File: src/rtl/cart_loader_pkg.sv
// Shared types and A78 header layout for the cart/BIOS download loader.
package cart_loader_pkg;

    typedef enum logic [2:0] {
        IDLE,
        LOAD_CART,
        LOAD_BIOS,
        FINISH,
        MASK,
        DONE
    } state_t;

    // "ATARI", first character at header byte 1
    localparam logic [39:0] MAGIC = 40'h41_54_41_52_49;

    localparam int MAGIC_LO   = 1;
    localparam int MAGIC_HI   = 5;
    localparam int SIZE_OFS   = 49;
    localparam int FLAGS_OFS  = 53;
    localparam int JOY0_OFS   = 55;
    localparam int JOY1_OFS   = 56;
    localparam int REGION_OFS = 57;
    localparam int SAVE_OFS   = 58;

endpackage

File: src/rtl/cart_loader_if.sv
// ioctl download stream in, RAM write ports and load results out.
interface cart_loader_if #(
    parameter int ADDR_W      = 18,
    parameter int BIOS_ADDR_W = 12
);
    logic                   ioctl_download;
    logic [7:0]             ioctl_index;
    logic [24:0]            ioctl_addr;
    logic [7:0]             ioctl_dout;
    logic                   ioctl_wr;

    logic [ADDR_W-1:0]      rom_addr;
    logic [7:0]             rom_data;
    logic                   rom_we;
    logic [BIOS_ADDR_W-1:0] bios_addr;
    logic                   bios_we;
    logic [31:0]            cart_size;
    logic [ADDR_W-1:0]      cart_mask;
    logic [15:0]            cart_flags;
    logic [7:0]             joy0_type;
    logic [7:0]             joy1_type;
    logic [7:0]             cart_region;
    logic [7:0]             cart_save;
    logic                   cart_is_7800;
    logic                   hdr_size_mismatch;
    logic                   oversize;
    logic                   busy;
    logic                   load_done;
    logic                   initial_pause;

    modport master (
        input  ioctl_download, ioctl_index, ioctl_addr, ioctl_dout, ioctl_wr,
        output rom_addr, rom_data, rom_we, bios_addr, bios_we,
               cart_size, cart_mask, cart_flags, joy0_type, joy1_type,
               cart_region, cart_save, cart_is_7800, hdr_size_mismatch,
               oversize, busy, load_done, initial_pause
    );

    modport slave (
        output ioctl_download, ioctl_index, ioctl_addr, ioctl_dout, ioctl_wr,
        input  rom_addr, rom_data, rom_we, bios_addr, bios_we,
               cart_size, cart_mask, cart_flags, joy0_type, joy1_type,
               cart_region, cart_save, cart_is_7800, hdr_size_mismatch,
               oversize, busy, load_done, initial_pause
    );
endinterface

File: src/rtl/cart_loader_mask_gen.sv
// Iterative mirror-mask builder: grows 2^k-1 until it covers i_size or saturates.
module cart_mask_gen #(
    parameter int ADDR_W = 18
) (
    input  logic              clk_sys,
    input  logic              reset_n,
    input  logic              i_start,
    input  logic [31:0]       i_size,
    output logic [ADDR_W-1:0] o_mask,
    output logic              o_done
);
    logic [ADDR_W-1:0] r_m;
    logic              r_run;
    logic [32:0]       w_span;
    logic              w_grow;

    // 33 bits so an all-ones mask + 1 cannot wrap
    assign w_span = 33'(r_m) + 33'd1;
    assign w_grow = (w_span < {1'b0, i_size}) && (r_m != '1);
    assign o_mask = r_m;
    assign o_done = r_run && !w_grow;

    always_ff @(posedge clk_sys or negedge reset_n) begin
        if (!reset_n) begin
            r_m   <= '0;
            r_run <= 1'b0;
        end else if (i_start) begin
            r_m   <= '0;
            r_run <= 1'b1;
        end else if (r_run) begin
            if (w_grow) r_m   <= {r_m[ADDR_W-2:0], 1'b1};
            else        r_run <= 1'b0;
        end
    end
endmodule

File: src/rtl/cart_loader.sv
// Streams ioctl downloads into cart/BIOS RAM, strips the A78 header and
// derives size, mirror mask and header fields; holds the core until first load.
module cart_loader
    import cart_loader_pkg::*;
#(
    parameter int         ADDR_W      = 18,
    parameter int         BIOS_ADDR_W = 12,
    parameter int         HDR_LEN     = 128,
    parameter logic [7:0] BIOS_INDEX  = 8'd0
) (
    input  logic          clk_sys,
    input  logic          reset_n,
    cart_loader_if.master bus
);
    state_t r_state, w_next;

    logic [39:0]            r_magic;
    logic [31:0]            r_hdr_size;
    logic [15:0]            r_flags;
    logic [7:0]             r_joy0, r_joy1, r_region, r_save;
    logic [24:0]            r_last_addr;
    logic                   r_seen;
    logic [31:0]            r_cart_size;
    logic [ADDR_W-1:0]      r_cart_mask;
    logic                   r_mismatch, r_oversize, r_pause;
    logic [ADDR_W-1:0]      r_rom_addr;
    logic [7:0]             r_rom_data;
    logic                   r_rom_we;
    logic [BIOS_ADDR_W-1:0] r_bios_addr;
    logic                   r_bios_we;

    logic              w_is_7800, w_cart_start, w_cart_wr, w_bios_wr;
    logic [24:0]       w_tgt;
    logic              w_skip, w_over;
    logic [31:0]       w_total, w_size;
    logic [ADDR_W-1:0] w_mask;
    logic              w_mask_done;

    assign w_is_7800    = (r_magic == MAGIC);
    assign w_cart_start = (r_state == IDLE) && bus.ioctl_download && (bus.ioctl_index != BIOS_INDEX);
    assign w_cart_wr    = (r_state == LOAD_CART) && bus.ioctl_wr;
    assign w_bios_wr    = (r_state == LOAD_BIOS) && bus.ioctl_wr;

    // Magic bytes always land at their raw address; the rest of the header is dropped
    always_comb begin
        w_tgt  = bus.ioctl_addr;
        w_skip = 1'b0;
        if (bus.ioctl_addr > 25'(MAGIC_HI) && w_is_7800) begin
            if (bus.ioctl_addr < 25'(HDR_LEN)) w_skip = 1'b1;
            else                               w_tgt  = bus.ioctl_addr - 25'(HDR_LEN);
        end
    end
    assign w_over = (w_tgt >= (25'd1 << ADDR_W));

    assign w_total = {7'd0, r_last_addr} + 32'd1;
    always_comb begin
        w_size = '0;
        if (r_seen) begin
            if (!w_is_7800)                   w_size = w_total;
            else if (w_total > 32'(HDR_LEN))  w_size = w_total - 32'(HDR_LEN);
        end
    end

    cart_mask_gen #(.ADDR_W(ADDR_W)) u_mask (
        .clk_sys (clk_sys),
        .reset_n (reset_n),
        .i_start (r_state == FINISH),
        .i_size  (r_cart_size),
        .o_mask  (w_mask),
        .o_done  (w_mask_done)
    );

    always_ff @(posedge clk_sys or negedge reset_n) begin
        if (!reset_n) r_state <= IDLE;
        else          r_state <= w_next;
    end

    always_comb begin
        w_next = r_state;
        case (r_state)
            IDLE:      if (bus.ioctl_download)
                           w_next = (bus.ioctl_index == BIOS_INDEX) ? LOAD_BIOS : LOAD_CART;
            LOAD_CART: if (!bus.ioctl_download) w_next = FINISH;
            LOAD_BIOS: if (!bus.ioctl_download) w_next = IDLE;
            FINISH:    w_next = MASK;
            MASK:      if (w_mask_done) w_next = DONE;
            DONE:      w_next = IDLE;
            default:   w_next = IDLE;
        endcase
    end

    always_ff @(posedge clk_sys or negedge reset_n) begin
        if (!reset_n) begin
            r_magic     <= '0;
            r_hdr_size  <= '0;
            r_flags     <= '0;
            r_joy0      <= '0;
            r_joy1      <= '0;
            r_region    <= '0;
            r_save      <= '0;
            r_last_addr <= '0;
            r_seen      <= 1'b0;
            r_cart_size <= '0;
            r_cart_mask <= '0;
            r_mismatch  <= 1'b0;
            r_oversize  <= 1'b0;
            r_pause     <= 1'b1;
            r_rom_addr  <= '0;
            r_rom_data  <= '0;
            r_rom_we    <= 1'b0;
            r_bios_addr <= '0;
            r_bios_we   <= 1'b0;
        end else begin
            r_rom_we  <= 1'b0;
            r_bios_we <= 1'b0;
            if (w_cart_wr || w_bios_wr) r_rom_data <= bus.ioctl_dout;
            if (w_bios_wr) begin
                r_bios_we   <= 1'b1;
                r_bios_addr <= bus.ioctl_addr[BIOS_ADDR_W-1:0];
            end
            if (w_cart_start) begin
                r_magic     <= '0;
                r_hdr_size  <= '0;
                r_flags     <= '0;
                r_joy0      <= '0;
                r_joy1      <= '0;
                r_region    <= '0;
                r_save      <= '0;
                r_last_addr <= '0;
                r_seen      <= 1'b0;
                r_cart_size <= '0;
                r_cart_mask <= '0;
                r_mismatch  <= 1'b0;
                r_oversize  <= 1'b0;
            end
            if (w_cart_wr) begin
                r_seen      <= 1'b1;
                r_last_addr <= bus.ioctl_addr;
                case (bus.ioctl_addr)
                    25'(MAGIC_LO):     r_magic[39:32]    <= bus.ioctl_dout;
                    25'(MAGIC_LO + 1): r_magic[31:24]    <= bus.ioctl_dout;
                    25'(MAGIC_LO + 2): r_magic[23:16]    <= bus.ioctl_dout;
                    25'(MAGIC_LO + 3): r_magic[15:8]     <= bus.ioctl_dout;
                    25'(MAGIC_HI):     r_magic[7:0]      <= bus.ioctl_dout;
                    25'(SIZE_OFS):     r_hdr_size[31:24] <= bus.ioctl_dout;
                    25'(SIZE_OFS + 1): r_hdr_size[23:16] <= bus.ioctl_dout;
                    25'(SIZE_OFS + 2): r_hdr_size[15:8]  <= bus.ioctl_dout;
                    25'(SIZE_OFS + 3): r_hdr_size[7:0]   <= bus.ioctl_dout;
                    25'(FLAGS_OFS):    r_flags[15:8]     <= bus.ioctl_dout;
                    25'(FLAGS_OFS + 1):r_flags[7:0]      <= bus.ioctl_dout;
                    25'(JOY0_OFS):     r_joy0            <= bus.ioctl_dout;
                    25'(JOY1_OFS):     r_joy1            <= bus.ioctl_dout;
                    25'(REGION_OFS):   r_region          <= bus.ioctl_dout;
                    25'(SAVE_OFS):     r_save            <= bus.ioctl_dout;
                    default: ;
                endcase
                if (!w_skip) begin
                    if (w_over) r_oversize <= 1'b1;
                    else begin
                        r_rom_we   <= 1'b1;
                        r_rom_addr <= w_tgt[ADDR_W-1:0];
                    end
                end
            end
            if (r_state == FINISH) begin
                r_cart_size <= w_size;
                r_mismatch  <= w_is_7800 && (r_hdr_size != w_size);
            end
            if (r_state == MASK && w_mask_done) r_cart_mask <= w_mask;
            if (r_state == DONE) r_pause <= 1'b0;
        end
    end

    assign bus.rom_addr          = r_rom_addr;
    assign bus.rom_data          = r_rom_data;
    assign bus.rom_we            = r_rom_we;
    assign bus.bios_addr         = r_bios_addr;
    assign bus.bios_we           = r_bios_we;
    assign bus.cart_size         = r_cart_size;
    assign bus.cart_mask         = r_cart_mask;
    assign bus.cart_flags        = r_flags;
    assign bus.joy0_type         = r_joy0;
    assign bus.joy1_type         = r_joy1;
    assign bus.cart_region       = r_region;
    assign bus.cart_save         = r_save;
    assign bus.cart_is_7800      = w_is_7800;
    assign bus.hdr_size_mismatch = r_mismatch;
    assign bus.oversize          = r_oversize;
    assign bus.busy              = (r_state != IDLE);
    assign bus.load_done         = (r_state == DONE);
    assign bus.initial_pause     = r_pause;
endmodule
File: src/flat_wrapper.sv
// flat-port wrapper written by rule: the top's interface ports become plain ports
module cart_loader_flat import cart_loader_pkg::*;
#(
    parameter int         ADDR_W      = 18,
    parameter int         BIOS_ADDR_W = 12,
    parameter int         HDR_LEN     = 128,
    parameter logic [7:0] BIOS_INDEX  = 8'd0
)
  (clk_sys, reset_n, bus_ioctl_download, bus_ioctl_index, bus_ioctl_addr, bus_ioctl_dout, bus_ioctl_wr, bus_rom_addr, bus_rom_data, bus_rom_we, bus_bios_addr, bus_bios_we, bus_cart_size, bus_cart_mask, bus_cart_flags, bus_joy0_type, bus_joy1_type, bus_cart_region, bus_cart_save, bus_cart_is_7800, bus_hdr_size_mismatch, bus_oversize, bus_busy, bus_load_done, bus_initial_pause);
  cart_loader_if #(.ADDR_W(ADDR_W), .BIOS_ADDR_W(BIOS_ADDR_W)) bus_i ();
  input  logic clk_sys;
  input  logic reset_n;
  input wire logic [$bits(bus_i.ioctl_download)-1:0] bus_ioctl_download;
  input wire logic [$bits(bus_i.ioctl_index)-1:0] bus_ioctl_index;
  input wire logic [$bits(bus_i.ioctl_addr)-1:0] bus_ioctl_addr;
  input wire logic [$bits(bus_i.ioctl_dout)-1:0] bus_ioctl_dout;
  input wire logic [$bits(bus_i.ioctl_wr)-1:0] bus_ioctl_wr;
  output wire logic [$bits(bus_i.rom_addr)-1:0] bus_rom_addr;
  output wire logic [$bits(bus_i.rom_data)-1:0] bus_rom_data;
  output wire logic [$bits(bus_i.rom_we)-1:0] bus_rom_we;
  output wire logic [$bits(bus_i.bios_addr)-1:0] bus_bios_addr;
  output wire logic [$bits(bus_i.bios_we)-1:0] bus_bios_we;
  output wire logic [$bits(bus_i.cart_size)-1:0] bus_cart_size;
  output wire logic [$bits(bus_i.cart_mask)-1:0] bus_cart_mask;
  output wire logic [$bits(bus_i.cart_flags)-1:0] bus_cart_flags;
  output wire logic [$bits(bus_i.joy0_type)-1:0] bus_joy0_type;
  output wire logic [$bits(bus_i.joy1_type)-1:0] bus_joy1_type;
  output wire logic [$bits(bus_i.cart_region)-1:0] bus_cart_region;
  output wire logic [$bits(bus_i.cart_save)-1:0] bus_cart_save;
  output wire logic [$bits(bus_i.cart_is_7800)-1:0] bus_cart_is_7800;
  output wire logic [$bits(bus_i.hdr_size_mismatch)-1:0] bus_hdr_size_mismatch;
  output wire logic [$bits(bus_i.oversize)-1:0] bus_oversize;
  output wire logic [$bits(bus_i.busy)-1:0] bus_busy;
  output wire logic [$bits(bus_i.load_done)-1:0] bus_load_done;
  output wire logic [$bits(bus_i.initial_pause)-1:0] bus_initial_pause;
  assign bus_i.ioctl_download = bus_ioctl_download;
  assign bus_i.ioctl_index = bus_ioctl_index;
  assign bus_i.ioctl_addr = bus_ioctl_addr;
  assign bus_i.ioctl_dout = bus_ioctl_dout;
  assign bus_i.ioctl_wr = bus_ioctl_wr;
  assign bus_rom_addr = bus_i.rom_addr;
  assign bus_rom_data = bus_i.rom_data;
  assign bus_rom_we = bus_i.rom_we;
  assign bus_bios_addr = bus_i.bios_addr;
  assign bus_bios_we = bus_i.bios_we;
  assign bus_cart_size = bus_i.cart_size;
  assign bus_cart_mask = bus_i.cart_mask;
  assign bus_cart_flags = bus_i.cart_flags;
  assign bus_joy0_type = bus_i.joy0_type;
  assign bus_joy1_type = bus_i.joy1_type;
  assign bus_cart_region = bus_i.cart_region;
  assign bus_cart_save = bus_i.cart_save;
  assign bus_cart_is_7800 = bus_i.cart_is_7800;
  assign bus_hdr_size_mismatch = bus_i.hdr_size_mismatch;
  assign bus_oversize = bus_i.oversize;
  assign bus_busy = bus_i.busy;
  assign bus_load_done = bus_i.load_done;
  assign bus_initial_pause = bus_i.initial_pause;
  cart_loader #(.ADDR_W(ADDR_W), .BIOS_ADDR_W(BIOS_ADDR_W), .HDR_LEN(HDR_LEN), .BIOS_INDEX(BIOS_INDEX)) u_core (.clk_sys(clk_sys), .reset_n(reset_n), .bus(bus_i));
endmodule
File: config.mk
export PLATFORM = sky130hd
export DESIGN_NAME = cart_loader_flat
export DESIGN_NICKNAME = d
export VERILOG_FILES = /design/src/rtl/cart_loader_pkg.sv /design/src/rtl/cart_loader_if.sv /design/src/rtl/cart_loader_mask_gen.sv /design/src/rtl/cart_loader.sv /design/src/flat_wrapper.sv
export SDC_FILE = /design/constraint.sdc
export NUM_CORES = 1
export LEC_CHECK = 0
export ABC_AREA = 1
export CORE_ASPECT_RATIO = 1.2
export CORE_MARGIN = 2
export CORE_UTILIZATION = 30
export DETAILED_ROUTE_END_ITERATION = 7
export PLACE_DENSITY_LB_ADDON = 0.12
export SETUP_SLACK_MARGIN = 0.2
export SYNTH_ARGS = -nofsm -noshare
export SYNTH_HDL_FRONTEND = slang
export SYNTH_SLANG_ARGS = --single-unit
File: constraint.sdc
create_clock -name clk_sys -period 9.5 [get_ports clk_sys]
set_input_delay 2.375 -clock clk_sys [delete_from_list [all_inputs] [get_ports clk_sys]]
set_output_delay 2.375 -clock clk_sys [all_outputs]
set_load 0.02 [all_outputs]
# Word level (Yosys, flattened, before mapping)
# Index checks and enable logic that the tools add are counted.
[word_totals] mem_count=0 in_bits=45 ramBits=0 latchBits=0 word_cells=148 mem_bits_ro=0 ff_bits=261
[op_classes] bitwise=2 multipliers=0 reduce_logical=23 n_addsub=4 order_cmp=5 div_mod_pow=0 n_mux=65 shifts=0 n_eq_ne=27
[op_table] op="25-bit by 6-bit equality test with 1-bit output (second input constant)" n=10
[op_table] op="32-bit two-way mux" n=7
[op_table] op="8-bit two-way mux" n=23
[op_table] op="25-bit two-way mux" n=4
[op_table] op="18-bit two-way mux" n=5
[op_table] op="40-bit two-way mux" n=2
[op_table] op="25-bit by 2-bit equality test with 1-bit output (second input constant)" n=2
[op_table] op="25-bit by 3-bit equality test with 1-bit output (second input constant)" n=2
[op_table] op="40-bit by 39-bit equality test with 1-bit output (second input constant)" n=1
[op_table] op="33-bit by 32-bit < comparator with 1-bit output" n=1
[op_table] op="32-bit by 8-bit > comparator with 1-bit output (second input constant)" n=1
[op_table] op="16-bit two-way mux" n=2
[op_table] op="32-bit != test" n=1
[op_table] op="32-bit by 8-bit subtractor with 32-bit output (second input constant)" n=1
[op_table] op="25-bit by 1-bit adder with 26-bit output (second input constant)" n=1
[op_table] op="25-bit by 1-bit equality test with 1-bit output (second input constant)" n=1
[op_table] op="25-bit by 19-bit >= comparator with 1-bit output (second input constant)" n=1
[op_table] op="25-bit by 3-bit > comparator with 1-bit output (second input constant)" n=1
[op_table] op="25-bit by 8-bit < comparator with 1-bit output (second input constant)" n=1
[op_table] op="25-bit by 8-bit subtractor with 25-bit output (second input constant)" n=1
[op_table] op="18-bit by 1-bit adder with 19-bit output (second input constant)" n=1
[op_table] op="18-bit != test (second input constant)" n=1
[op_table] op="1-bit two-way mux" n=16
[op_table] op="3-bit case mux with 5 select lines" n=1
[op_table] op="19 further kinds" n=39

# Longest topological paths before layout
[logic_depth] ltp_word=8 depth_mapped=24 ltp_nobuf=23

# Hierarchy
# Synthesis repeated with hierarchy kept, for this count alone.
[hier_totals] hier_cells=1891 area_unflattened_um2=14216.1
[modules_own_cells] module="cart_loader" area_per_inst_um2=12395.6 seq_area_each_um2=5931.9 instances=1 cells_per_inst=1618
[modules_own_cells] module="cart_mask_gen" area_per_inst_um2=1820.5 seq_area_each_um2=475.5 instances=1 cells_per_inst=273

# Worst setup path after synthesis
# No wires, ideal clock.
[synth_timing] kind="input-to-reg" from="in bus_ioctl_addr[11]" to="reg u_core.r_rom_addr[5] (netlist: u_core.bus.rom_addr[5])" arrival_time_ns=4.324 n_path_buf=2 slack_ns=5.043 path_stages=16 path_cell_list="nor2_1 > nand3_1 > nor2_1 > nand3_1 > nor2_1 > nor2_4 > nand3_2 > nor2_1 > xor2_1 > nand2_1 > nor2_1 > nand3b_1 > buf_4 > buf_6 > nand2_1 > o21ai_0"
[synth_between] elab_chain_cells=6
[synth_rtl] item="start: declaration" line_no="flat_wrapper.sv:15" source="input wire logic [$bits(bus_i.ioctl_addr)-1:0] bus_ioctl_addr;"
[synth_rtl] item="25-bit by 8-bit subtractor with 25-bit output, or another cell as far along" line_no="cart_loader.sv:50" source="else w_tgt = bus.ioctl_addr - 25'(HDR_LEN);"
[synth_rtl] item="25-bit two-way mux or 1-bit logical AND (tied branches)" line_no="cart_loader.sv:49, cart_loader.sv:48"
[synth_rtl] item="25-bit two-way mux" line_no="cart_loader.sv:48" source="if (bus.ioctl_addr > 25'(MAGIC_HI) && w_is_7800) begin"
[synth_rtl] item="25-bit by 19-bit >= comparator with 1-bit output" line_no="cart_loader.sv:53" source="assign w_over = (w_tgt >= (25'd1 << ADDR_W));"
[synth_rtl] item="1-bit NOT (no line)"
[synth_rtl] item="3-bit AND reduction (no line)"
[synth_rtl] item="end signal: assignment" line_no="cart_loader.sv:161" source="r_rom_addr <= w_tgt[ADDR_W-1:0];"
[synth_rtl] item="end: declaration" line_no="cart_loader.sv:26" source="logic [ADDR_W-1:0] r_rom_addr;"
# Parallel ways exist; a longest one is shown, timed or not.
# A chain may end at the register's enable or synchronous reset.

# Final worst setup path
[layout_timing] from="in bus_ioctl_addr[18]" to="reg u_core.r_rom_addr[8] (netlist: u_core.bus.rom_addr[8])"
# The elaborated chain is that of the path after synthesis.

==> run metrics <==
critical path startpoint=bus_ioctl_addr[18]; Slew Limit Fails=0; number of clock sinks=261; Worst setup EP type=flip-flop; Least-Margin Pin Slew=1020 ps; area delta synth->final=25.5%; die height=239 um; grt total ovfl=0; setup tns final=0 ps; unrepaired setup endpoints after global routing=false; Resized Gates After CTS=0; Finish-stage setup viols=0; PD cells=242 nW/um2; Hold Path Depth=2; routed len/inst=18.5 um; utilization after layout=37.9%; startpoint type of the worst setup path=input port; vias=12.5k; Post-synth EDFFs=0; initial antenna violation count=0; Area after DPL=16,300 um2; GRT Util Overall=20.0%; CTS tree=yes; number of max-cap violations=0; Ys Warns=0; cell breakdown of the critical path=clkdlybuf4s50_1 -> nor2_1 -> nand4_1 -> nor2_1 -> nand4_1 -> o211ai_4 -> nor2_4 -> nand3_1 -> nor2_1 -> nor2_1 -> nor2_1 -> o21ai_0 -> nor2_1 -> nand3b_1 -> buf_4 -> inv_2 -> nand3_1 -> nand2_1; fin crit period=5370 ps; # hold bufs at CTS=0; area leader, netlist=dfrtp_1; Final Cell Area=17,300 um2; Crit path required time=9970 ps; number of cell rows=86; Max IR drop VDD=0.160 mV; dominant synthesized flop cell=dfrtp_1; Final ANT Viol Nets=0; vias in the first global route=12.5k; final period utilization=56.5%; max frequency=186 MHz; H-tree depth=1; R2R Path Start=u_core.u_mask.o_mask[2]; Top cell by count, worst path=nor2_1; Setup CP Type=input port to flip-flop; Max transition margin=32.3%; DR pass1 iterations=6; Initial Util=30.2%; Sequential Area=6530 um2; HPWL Detailed=34,100 um; Total Power=4190 uW; CTS max path bufs=3; antenna cells=0; Leak=0.00776 uW; Vias/cell=4.86; Worst EP arrival=5840 ps; post-synthesis cell area=13,800 um2; Yosys cell types=51; final WL=47,400 um; net count after synthesis=1,832; Hold EP=u_core.bus.initial_pause; largest net degree at the start of global routing=117; outcome=complete, no violations; layout cells sized above 1=5.54%; first-pass GRT wire length=73,800 um; nets@finish=1,992; Hold Path Class=flip-flop to flip-flop; Worst Skew=9.37 ps; FF-to-FF setup slack=4810 ps; I/O pin total=189; Post-CTS Setup Inserts=0; DIE AREA=47,800 um2; Area contributors post-synth=dfrtp_1 (47%), nand2_1 (9.3%), nand3_1 (9.0%), o21ai_0 (6.9%), inv_1 (5.4%); CORE AREA=45,700 um2; syn avg cell area=7.83 um2; fill cell count=4,792; hold path start=u_core.bus.initial_pause; Yosys top cell area share=47.1%; R2R depth=23; clock-pin slew on the worst setup and hold paths=60 ps; worst skew pair latency=580 ps; routability cong.=0.838; worst reg2reg path endpoint=u_core.u_mask.o_mask[0]; Mapped Cells=1,764; total CTS buffers=30; register area share after synthesis=47.3%; worst stage delay on the critical path=680 ps; # port buffers=188; worst-path fanout max=29; #FFs+latches synth=261; Final Hold Fails=0; Multi-input gate area=6220 um2; asr flop ratio synth=100%; Max stage delay cell, worst path=nor2_1; Root Driver=clkbuf_16; overall die width=200 um; Post-route DRC=0; starting DRC count in detailed routing=645
[critical path: cells and delay by family]
kind            cells  cell delay, ps
compound gates      2             310
buf+inv             3             940
simple gates       13            2200
[power breakdown]
group          internal [uW]  switching [uW]
combinational            491            1020
sequential              1260             133
clock                    781             502
[Yosys cell counts, types with 3 or more instances]
master / number
o21ai_2: 4
clkbuf_1: 53
nand3_2: 3
buf_1: 6
nor2_2: 10
nand4_1: 34
o22ai_1: 58
nand2_2: 6
ha_1: 23
o21ai_1: 4
nand3b_1: 10
nor2_1: 166
nor4_1: 9
a21oi_1: 16
xor2_1: 37
inv_1: 199
dfrtp_1: 260
inv_2: 4
nor3_1: 28
a22o_1: 3
o2111ai_1: 3
buf_2: 5
buf_6: 3
o21ai_0: 190
nand3_1: 249
nand2_1: 343
nor2_4: 9
[cell type report]
| class | count | share of cell area (%) |
|---|---|---|
| flip-flops and latches | 261 | 37.7 |
| multi-input cells | 1229 | 35.8 |
| repair buffers | 197 | 11.3 |
| clock buffers | 40 | 4.83 |
| inverters | 205 | 4.47 |
| well taps | 616 | 4.44 |
| clock inverters | 16 | 1.41 |
[layer usage]
| metal | vias to the layer above | wire [um] | track usage (%) |
|---|---|---|---|
| li1 | 6193 | - | - |
| met1 | 5881 | 21300 | 26.1 |
| met2 | 308 | 21900 | 33.1 |
| met3 | 75 | 2720 | 4.16 |
| met4 | 0 | 1450 | 6.42 |
| met5 | - | 0 | 0 |
[cells in the final DEF, fill, tap and decap left out, drive strengths merged, types with 3 or more instances in the layout]
master         synthesis  final
xor2                  37     37
o2111ai                3      3
nor3                  29     29
bufinv                 0      6
clkbuf                53     40
ha                    23     23
o22ai                 58     58
nand4                 35     35
nor4                   9      9
buf                   16     10
a21oi                 16     16
nand3                253    253
dfrtp                260    260
a22o                   3      3
clkinv                 1     10
or2                    3      3
inv                  204    204
clkdlybuf4s50          0    187
nand3b                12     12
nor2                 185    185
nand2                350    350
o21ai                198    198
[through the flow]
| stage | instances | setup slack [ps] | hold WS [ps] |
|---|---|---|---|
| after floorplan | 1764 | 5040 | 477 |
| after global placement | 2508 | 3600 | 430 |
| after detailed placement | 2508 | 3540 | 431 |
| after CTS | 2564 | 4160 | 441 |
| after global routing | 2564 | 3790 | 454 |
| final | 2564 | 4130 | 437 |
[worst max path at each step]
stage,end,slack [ps],depth (start not counted)
final,u_core.bus.rom_addr[8],4130,18
after global routing,u_core.bus.rom_addr[8],3790,18
after CTS,u_core.bus.rom_addr[8],4160,18
after detailed placement,u_core.bus.rom_addr[8],3540,18
after global placement,u_core.bus.rom_addr[8],3600,18
after floorplan,u_core.bus.rom_addr[5],5040,16
[flip-flops by register name (all words and copies together) (netlist names), 12 cells and up]
name / flops
u_core.bus.bios_addr: 12
u_core.bus.cart_flags: 16
u_core.bus.cart_mask: 18
u_core.bus.cart_size: 32
u_core.bus.rom_addr: 18
u_core.r_hdr_size: 32
u_core.r_last_addr: 25
u_core.r_magic: 40
u_core.u_mask.o_mask: 18
[cell families (layout without fill, tap and decap cells)]
kind of cell	count (synthesis)	in the layout	share of synthesized area, %
adder cells (fa/ha/maj)	23	23	2.08
AND/OR/NAND/NOR	878	878	28.9
buffers and inverters	274	458	7.72
AO/OA/AOI/OAI	290	290	11.6
flip-flops	261	261	47.3
XOR/XNOR	38	38	2.41
Note: power is estimated with default switching activity, not from simulation.
